**src/rtl/icache_dm_if.sv**
```systemverilog
// Fetch-side and ROM-side signal bundle of the direct-mapped instruction cache.
// The slave modport is the cache itself; the master modport is whatever sits
// around it (IF stage, flow control and the instruction ROM).
interface icache_dm_if;
   logic        if_req_i;
   logic [31:0] if_addr_i;
   logic        if_jump_i;
   logic        flush_i;
   logic        icache_hit_o;
   logic        icache_ready_o;
   logic [31:0] icache_inst_o;
   logic        rom_req_o;
   logic [31:0] rom_addr_o;
   logic        rom_ready_i;
   logic [31:0] rom_data_i;

   modport master (
      output if_req_i, if_addr_i, if_jump_i, flush_i, rom_ready_i, rom_data_i,
      input  icache_hit_o, icache_ready_o, icache_inst_o, rom_req_o, rom_addr_o
   );

   modport slave (
      input  if_req_i, if_addr_i, if_jump_i, flush_i, rom_ready_i, rom_data_i,
      output icache_hit_o, icache_ready_o, icache_inst_o, rom_req_o, rom_addr_o
   );
endinterface

```
**src/rtl/icache_dm.sv**
```systemverilog
// Direct-mapped read-only instruction cache. Hits answer in the request
// cycle. A miss refills the whole line from ROM starting at word 0, then
// spends one RESP cycle delivering the requested word (unless a jump
// arrived during the refill, in which case the delivery is dropped).
module icache_dm #(
   parameter int INDEX_W = 4,
   parameter int WORD_W  = 2
) (
   input logic        clk,
   input logic        rst_n,
   icache_dm_if.slave bus
);

   localparam int TAG_W  = 32 - INDEX_W - WORD_W - 2;
   localparam int LINES  = 1 << INDEX_W;
   localparam int WORDS  = 1 << WORD_W;
   localparam int TAG_LO = INDEX_W + WORD_W + 2;

   typedef enum logic [1:0] {IDLE, REFILL, RESP} state_t;

   state_t              state;
   logic [31:2]         miss_addr;
   logic [WORD_W-1:0]   cnt;
   logic                drop;
   logic                flushed;
   logic                rom_req;
   logic [LINES-1:0]    valid;

   logic [31:0]         data_mem [LINES*WORDS];
   logic [TAG_W-1:0]    tag_mem  [LINES];

   logic [WORD_W-1:0]   req_word;
   logic [INDEX_W-1:0]  req_index;
   logic [TAG_W-1:0]    req_tag;
   logic [WORD_W-1:0]   miss_word;
   logic [INDEX_W-1:0]  miss_index;
   logic [TAG_W-1:0]    miss_tag;
   logic                lookup_hit;
   logic                accept;
   logic                last_word;
   logic                resp_valid;

   assign req_word   = bus.if_addr_i[WORD_W+1:2];
   assign req_index  = bus.if_addr_i[TAG_LO-1:WORD_W+2];
   assign req_tag    = bus.if_addr_i[31:TAG_LO];
   assign miss_word  = miss_addr[WORD_W+1:2];
   assign miss_index = miss_addr[TAG_LO-1:WORD_W+2];
   assign miss_tag   = miss_addr[31:TAG_LO];

   assign lookup_hit = (state == IDLE) && bus.if_req_i && valid[req_index]
                       && (tag_mem[req_index] == req_tag);
   assign accept     = (state == REFILL) && bus.rom_ready_i;
   assign last_word  = accept && (cnt == WORD_W'(WORDS - 1));
   assign resp_valid = (state == RESP) && !drop;

   // Control FSM: miss detection, refill sequencing, drop/flush bookkeeping
   // and the valid bits. A flush seen at any point of the refill keeps the
   // refilled line from being marked valid.
   always_ff @(posedge clk or negedge rst_n) begin
      if (!rst_n) begin
         state     <= IDLE;
         miss_addr <= '0;
         cnt       <= '0;
         drop      <= 1'b0;
         flushed   <= 1'b0;
         rom_req   <= 1'b0;
         valid     <= '0;
      end else begin
         if (bus.flush_i) valid <= '0;
         case (state)
            IDLE: begin
               if (bus.if_req_i && !lookup_hit) begin
                  miss_addr <= bus.if_addr_i[31:2];
                  cnt       <= '0;
                  drop      <= 1'b0;
                  flushed   <= 1'b0;
                  rom_req   <= 1'b1;
                  state     <= REFILL;
               end
            end
            REFILL: begin
               if (bus.if_jump_i) drop <= 1'b1;
               if (bus.flush_i) flushed <= 1'b1;
               if (accept) cnt <= cnt + 1'b1;
               if (last_word) begin
                  rom_req <= 1'b0;
                  state   <= RESP;
                  if (!bus.flush_i && !flushed) valid[miss_index] <= 1'b1;
               end
            end
            RESP: begin
               state <= IDLE;
            end
            default: begin
               state   <= IDLE;
               rom_req <= 1'b0;
            end
         endcase
      end
   end

   // Data and tag storage, written only by accepted ROM words; not reset.
   always_ff @(posedge clk) begin
      if (accept) data_mem[{miss_index, cnt}] <= bus.rom_data_i;
      if (last_word) tag_mem[miss_index] <= miss_tag;
   end

   assign bus.icache_hit_o   = lookup_hit;
   assign bus.icache_ready_o = lookup_hit | resp_valid;
   assign bus.icache_inst_o  = lookup_hit ? data_mem[{req_index, req_word}] :
                               resp_valid ? data_mem[{miss_index, miss_word}] :
                               32'h0;
   assign bus.rom_req_o      = rom_req;
   assign bus.rom_addr_o     = rom_req ? {miss_addr[31:WORD_W+2], cnt, 2'b00} : 32'h0;

endmodule

```
**src/flat_wrapper.sv**
```systemverilog
// flat-port wrapper written by rule: the top's interface ports become plain ports
module icache_dm_flat 
#(
   parameter int INDEX_W = 4,
   parameter int WORD_W  = 2
)
  (clk, rst_n, bus_if_req_i, bus_if_addr_i, bus_if_jump_i, bus_flush_i, bus_rom_ready_i, bus_rom_data_i, bus_icache_hit_o, bus_icache_ready_o, bus_icache_inst_o, bus_rom_req_o, bus_rom_addr_o);
  icache_dm_if bus_i ();
  input logic clk;
  input logic rst_n;
  input wire logic [$bits(bus_i.if_req_i)-1:0] bus_if_req_i;
  input wire logic [$bits(bus_i.if_addr_i)-1:0] bus_if_addr_i;
  input wire logic [$bits(bus_i.if_jump_i)-1:0] bus_if_jump_i;
  input wire logic [$bits(bus_i.flush_i)-1:0] bus_flush_i;
  input wire logic [$bits(bus_i.rom_ready_i)-1:0] bus_rom_ready_i;
  input wire logic [$bits(bus_i.rom_data_i)-1:0] bus_rom_data_i;
  output wire logic [$bits(bus_i.icache_hit_o)-1:0] bus_icache_hit_o;
  output wire logic [$bits(bus_i.icache_ready_o)-1:0] bus_icache_ready_o;
  output wire logic [$bits(bus_i.icache_inst_o)-1:0] bus_icache_inst_o;
  output wire logic [$bits(bus_i.rom_req_o)-1:0] bus_rom_req_o;
  output wire logic [$bits(bus_i.rom_addr_o)-1:0] bus_rom_addr_o;
  assign bus_i.if_req_i = bus_if_req_i;
  assign bus_i.if_addr_i = bus_if_addr_i;
  assign bus_i.if_jump_i = bus_if_jump_i;
  assign bus_i.flush_i = bus_flush_i;
  assign bus_i.rom_ready_i = bus_rom_ready_i;
  assign bus_i.rom_data_i = bus_rom_data_i;
  assign bus_icache_hit_o = bus_i.icache_hit_o;
  assign bus_icache_ready_o = bus_i.icache_ready_o;
  assign bus_icache_inst_o = bus_i.icache_inst_o;
  assign bus_rom_req_o = bus_i.rom_req_o;
  assign bus_rom_addr_o = bus_i.rom_addr_o;
  icache_dm #(.INDEX_W(INDEX_W), .WORD_W(WORD_W)) u_core (.clk(clk), .rst_n(rst_n), .bus(bus_i));
endmodule
```
**config.mk**
```make
export PLATFORM = sky130hd
export DESIGN_NAME = icache_dm_flat
export DESIGN_NICKNAME = d
export VERILOG_FILES = /design/src/rtl/icache_dm_if.sv /design/src/rtl/icache_dm.sv /design/src/flat_wrapper.sv
export SDC_FILE = /design/constraint.sdc
export NUM_CORES = 2
export LEC_CHECK = 0
export CORE_UTILIZATION = 35
export DETAILED_ROUTE_END_ITERATION = 8
export PLACE_DENSITY = 0.54
export SYNTH_ARGS = -nofsm -noshare
export SYNTH_HDL_FRONTEND = slang
export SYNTH_SLANG_ARGS = --single-unit
```
**constraint.sdc**
```tcl
create_clock -name clk -period 6.2 [get_ports clk]
set_clock_uncertainty 0.2 [all_clocks]
set_input_delay 1.24 -clock clk [delete_from_list [all_inputs] [get_ports clk]]
set_output_delay 1.24 -clock clk [all_outputs]
set_load 0.005 [all_outputs]
```
; ---- Word level (Yosys, flattened, before mapping)
; Memory sizes are Yosys's and may differ from the RTL's.
; Cells that the tools add are included.
[word_totals]
n_memories = 2
ramBits = 2432
reg_bits = 53
word_cells = 75
input_bits = 70
out_inout_bits = 67
[mem_list]
columns = memory, words, word_bits, rd, rd_ports_with_merged_regs, wr, line
row1 = u_core.data_mem, 64, 32, 2, 0, 1, icache_dm.sv:29  ; logic [31:0] data_mem [LINES*WORDS];
row2 = u_core.tag_mem, 16, 24, 1, 0, 1, icache_dm.sv:30  ; logic [TAG_W-1:0] tag_mem [LINES];
[classes]
add_sub_neg = 1
order_cmp = 3
reduce_logical = 21
n_mux = 29
bitwise_logic = 3
n_eq_ne = 9
[op_table]
columns = op, count
row1 = two-way mux 32 bit, 3
row2 = two-way mux 16 bit, 4
row3 = == test 24 bit, 1
row4 = OR 16 bit, 1
row5 = AND reduction 3 bit, 4
row6 = two-way mux 1 bit, 11
row7 = "< comparator 4 x 5 -> 1 bit, second input constant", 2
row8 = logical AND 1 bit, 9
row9 = two-way mux 2 bit, 4
row10 = one-hot mux 2 bit (2 select lines), 2
row11 = "inequality test 2 bit, second input constant", 3
row12 = binary-select mux 1 bit (select 4 bit), 1
row13 = demux 1 bit (select 4 bit), 1
row14 = "== test 2 bit, second input constant", 2
row15 = ">= comparator 4 x 1 -> 1 bit, second input constant", 1
row16 = zero test 1 bit, 4
row17 = "inequality test 2 x 1 -> 1 bit, second input constant", 2
row18 = one-hot mux 1 bit (2 select lines), 2
row19 = AND reduction 2 bit, 2
row20 = one-hot mux 1 bit (3 select lines), 1
row21 = "adder 2 x 1 -> 2 bit, second input constant", 1
row22 = "== test 2 x 1 -> 1 bit, second input constant", 1
row23 = zero test 2 bit, 1
row24 = nonzero test 2 bit, 1
row25 = 2 further kinds, 2

; ---- Logic depth before layout (Yosys ltp)
[depth]
ltp_word = 8
depth_mapped = 13

; ---- Worst setup path before layout
; OpenSTA, ideal clock, no wires.
[synth_path]
kind = in2out
start = in bus_if_addr_i[2]
end = out bus_icache_inst_o[14]
arrival_ps = 3928
slack_ps = 832
required_ps = 4760
n_path_buf = 3
cell_stages = 9
cell_sequence = clkbuf_1 -> buf_1 -> clkbuf_1 -> mux4_2 -> mux4_2 -> mux2i_1 -> nor2_1 -> a21oi_1 -> o21ai_0
[synth_via]
elab_chain_len = 2
[synth_lines]
columns = item, line
row1 = from (decl), flat_wrapper.sv:12  ; input wire logic [$bits(bus_i.if_addr_i)-1:0] bus_if_addr_i;
row2 = memory (64 x 32 bit), -
row3 = two-way mux 32 bit, icache_dm.sv:110  ; assign bus.icache_inst_o = lookup_hit ? data_mem[{req_index, req_word}] :
row4 = to (decl), flat_wrapper.sv:19  ; output wire logic [$bits(bus_i.icache_inst_o)-1:0] bus_icache_inst_o;
; No other way between the ends.

; ---- Worst setup path after layout
[layout_path]
start = in bus_if_addr_i[4]
end = out bus_icache_inst_o[4]
[layout_via]
elab_chain_len = 5
word_cells_on_any_way = 8
[layout_lines]
columns = item, line
row1 = "parallel branches: the longest is 4 deep, another holds memory (16 x 24 bit)", -
row2 = two-way mux 32 bit *, icache_dm.sv:110
; Mark *: on every way between the ends. The select of a mux whose other input is x is not followed.

==> run_results.csv <==
group,metric,value,unit
synthesis,synth-edff-count,2432,
clock_network,clk_latency,0.91,ns
sta,hold-worst-slack,0.299,ns
finish,mostFrequentLayoutCells,"edfxtp_1, mux4_2, buf_4",
critical_path,cp_slowest_stage_delay,0.50,ns
drt,drc,0,
drt,drtPass1Iterations,9,
sta,fin_ws,-0.00836,ns
critical_path,crit_slowest_cell,"clkdlybuf4s50_1",
drt,antenna_left,0,
status,failed_checks,"negative setup slack",
finish,layout_commonest_cell,"edfxtp_1",
critical_path,worst-path-buf-inv,8,
grt,grt_first_pass_wirelength,542000,um
placed_design,place_inst,9565,
synthesis,async_flop_share,2.13,%
grt,grt_overflow,0,
finish,nets,5754,
worst_hold_path,min_path_type,"reg -> reg",
synthesis,yosysSeqAreaShare,66.4,%
pwr,peakVddDrop,0.315,mV
floorplan,die_width,568,um
drt,vias_per_cell,6.28,
worst_hold_path,hold_depth,2,
sta,max_slew.worst_pin.slew,1.15,ns
critical_path,cp.required,4.76,ns
run,maxCapViolCount,0,
clock_network,cts.path.max_buffers,4,
clock_network,cts.sinks,2485,
placed_design,hpwl,229000,um
sta,slew_headroom,23.0,%
synthesis,synth_warnings,0,
critical_path,start_kind,"primary input",
clock_network,hold_buffers,0,
critical_path,reg2reg_to,"u_core.data_mem[39][18]",
placed_design,place_congestion,0.802,
sta,period_minus_slack,6.21,ns
finish,layoutNonFillerInstCount,10100,
finish,area.growth.synth_to_final,17.0,%
floorplan,fp-row-count,207,
sta,period_share,100,%
grt,use_met1,33.7,%
clock_network,cts_tree,"yes",
floorplan,die_h,568,um
critical_path,reg2reg_slack,1.66,ns
critical_path,path_cells,"buf_16, buf_8, buf_4, mux4_2, mux2i_1, mux2i_1, xnor2_1, buf_4, nand3b_1, nor4_4, buf_4, nand2_2, buf_12, o21ai_1, buf_4, clkdlybuf4s50_1",
clock_network,htree_levels,5,
floorplan,core_area,318000,um^2
critical_path,arrival,4.77,ns
sta,drv_slew,0,
grt,grt_start_max_net_pins,65,
critical_path,regToRegStartpoint,"u_core.miss_addr[7]",
sta,max_freq,0.161,GHz
sta,hold_viol,0,
synthesis,synth.distinct_cells,70,
critical_path,cpMostUsedCell,"buf_4",
floorplan,die-area,322000,um^2
floorplan,start_util,35.2,%
sta,rsz0062_at_grt,"yes",
clock_network,numCtsBuffers,280,
critical_path,worstSetupEndpointType,"primary output",
clock_network,clk_pin_slew,0.06,ns
grt,grt_pass1_vias,63900,
pwr,power_density,383,nW/um^2
synthesis,ys_ff_latch,2485,
grt,grtUsageMet2,38.8,%
floorplan,num_io_pins,137,
sta,finalSetupViolCount,2,
grt,antenna_found_initial,34,
synthesis,synthCells,5217,
synthesis,synth_ff_type,"edfxtp_1",
critical_path,crit_type,"in -> out",
critical_path,critical-path-top-delay-family,"buffers and inverters",
drt,first_iter_violations,8604,
worst_hold_path,min_to,"u_core.valid[11]",
grt,grt_usage,24.4,%
status,outcome,"finished with violations",
synthesis,avgSynthCellArea,21.5,um^2
drt,num_vias,63300,
grt,top_usage_layer,"met2",
drt,routed_wl,398000,um
grt,use_met3,4.53,%
clock_network,cts_root_buf,"clkbuf_16",
synthesis,syn-cell-area,112000,um^2
finish,final_layout_size_suffix_gt1_share,39.8,%
worst_hold_path,hp-start,"u_core.valid[11]",
critical_path,path_max_fanout,18,
critical_path,ff2ff_path_depth,5,
drt,wire_per_inst,39.5,um
placed_design,port_buffers,132,
pwr,p_leak,0.0411,uW
==> layer usage <==
| metal | vias to the layer above | share of wire (%) |
|---|---|---|
| met5 | - | 0.011 |
| met4 | 6 | 3.7 |
| met3 | 717 | 8.7 |
| met2 | 3358 | 47 |
| met1 | 35400 | 40 |
| li1 | 23800 | - |
==> state kept, by name, indices dropped and copies added (netlist names), 2 cells and up <==
signal / count
u_core.tag_mem: 384
u_core.state: 2
u_core.valid: 16
u_core.data_mem: 2048
u_core.miss_addr: 30
u_core.cnt: 2
==> cell usage after synthesis, types with 3 or more instances <==
master | instances | area (um^2)
nor3b_1 | 4 | 30.0
clkbuf_1 | 212 | 796
inv_1 | 3 | 11.3
o2111ai_1 | 4 | 35.0
a32oi_1 | 7 | 61.3
mux2_4 | 24 | 360
mux2i_1 | 144 | 1440
a211oi_1 | 8 | 60.1
nand3_1 | 42 | 210
nor2_1 | 147 | 552
a32o_1 | 5 | 50.1
dfrtp_1 | 53 | 1330
buf_2 | 93 | 465
edfxtp_1 | 2432 | 73000
nand4_1 | 5 | 31.3
nand2b_1 | 11 | 68.8
nand2_1 | 170 | 638
nor2b_1 | 19 | 119
xor2_1 | 10 | 87.6
o311ai_0 | 7 | 61.3
o22ai_1 | 18 | 113
a221o_1 | 7 | 70.1
buf_4 | 5 | 37.5
mux2_2 | 34 | 383
a22oi_1 | 66 | 495
buf_6 | 7 | 78.8
and4_1 | 3 | 26.3
a21o_1 | 5 | 37.5
o221ai_1 | 5 | 43.8
a221oi_1 | 12 | 105
buf_1 | 75 | 282
nor3_1 | 18 | 90.1
mux4_2 | 1293 | 29100
o211ai_1 | 8 | 60.1
o21ai_0 | 76 | 380
or3_1 | 4 | 25.0
and3_1 | 11 | 68.8
a21oi_1 | 65 | 325
o41ai_1 | 3 | 26.3
and2_1 | 40 | 250
nor4_1 | 7 | 43.8
a31oi_1 | 5 | 31.3
a22o_1 | 7 | 61.3
xnor2_1 | 10 | 87.6
==> worst max path at each step <==
stage / start / endpoint / slack, ns / cells past startpoint
after floorplan: bus_if_addr_i[2] / bus_icache_inst_o[14] / 0.83 / 9
after global placement: bus_if_addr_i[4] / bus_icache_inst_o[22] / -0.42 / 14
after detailed placement: bus_if_addr_i[4] / bus_icache_inst_o[1] / -0.40 / 13
after CTS: bus_if_addr_i[4] / bus_icache_inst_o[11] / -0.04 / 14
after global routing: bus_if_addr_i[4] / bus_icache_inst_o[9] / -0.05 / 14
final: bus_if_addr_i[4] / bus_icache_inst_o[4] / -0.008 / 16
==> report_power, final <==
| group | internal [uW] | leakage, uW | switching [uW] |
|---|---|---|---|
| clock network | 9330 | 0.00429 | 6930 |
| logic | 6150 | 0.0142 | 7540 |
| registers | 19400 | 0.0225 | 848 |
| total | 34900 | 0.0411 | 15300 |
==> worst min-delay path, cell delays in order (launching register included) <==
cell	delay [ns]
dfrtp_1	0.35
a31oi_1	0.04
nor2_1	0.07
==> kinds of logic (layout without fill, tap and decap cells) <==
family | count (synthesis) | count (layout) | synth area share, %
DFF | 2485 | 2485 | 66.4
other | 1 | 14 | 0.00335
adders and majority gates | 1 | 1 | 0.0112
muxes | 1495 | 1495 | 28.0
buffers and inverters | 399 | 1074 | 1.52
AOI/OAI and AO/OA | 324 | 324 | 1.94
xor gates and xnor gates | 20 | 20 | 0.156
and+or+nand+nor | 492 | 492 | 2.02
==> timing repair <==
| item | 4_1_cts | 5_1_grt |
|---|---|---|
| resized for setup | 32 | 31 |
| setup buffers | 13 | 2 |
| gates cloned | 1 | 1 |
| endpoints found under the setup margin | 32 | 27 |
| pin swaps | 4 | 7 |
==> area by class of cell <==
class                           instances  area (um^2)
Antenna cell                           12         30.0
Clock buffer                          364         7590
Clock inverter                        128         1190
Fill cell                           27800       187000
Inverter                                6         27.5
Multi-Input combinational cell       2334        36700
Sequential cell                      2485        74400
Tap cell                             4180         5230
Timing Repair Buffer                  576         5810
==> metrics by stage <==
step | instance area, um^2 | power [uW] | utilization [%] | TNS, ns | setup slack [ns]
6_report | 131000 | 50200 | 41.2 | -0.0149 | -0.00836
3_5_place_dp | 122000 | 34100 | 38.3 | -5.02 | -0.402
2_1_floorplan | 112000 | 28300 | - | 0 | 0.832
3_3_place_gp | 122000 | 34000 | 38.3 | -6.70 | -0.421
5_1_grt | 131000 | 51600 | 41.2 | -0.385 | -0.0550
4_1_cts | 131000 | 50400 | 41.1 | -0.128 | -0.0408
(Power assumes the default switching activity.)
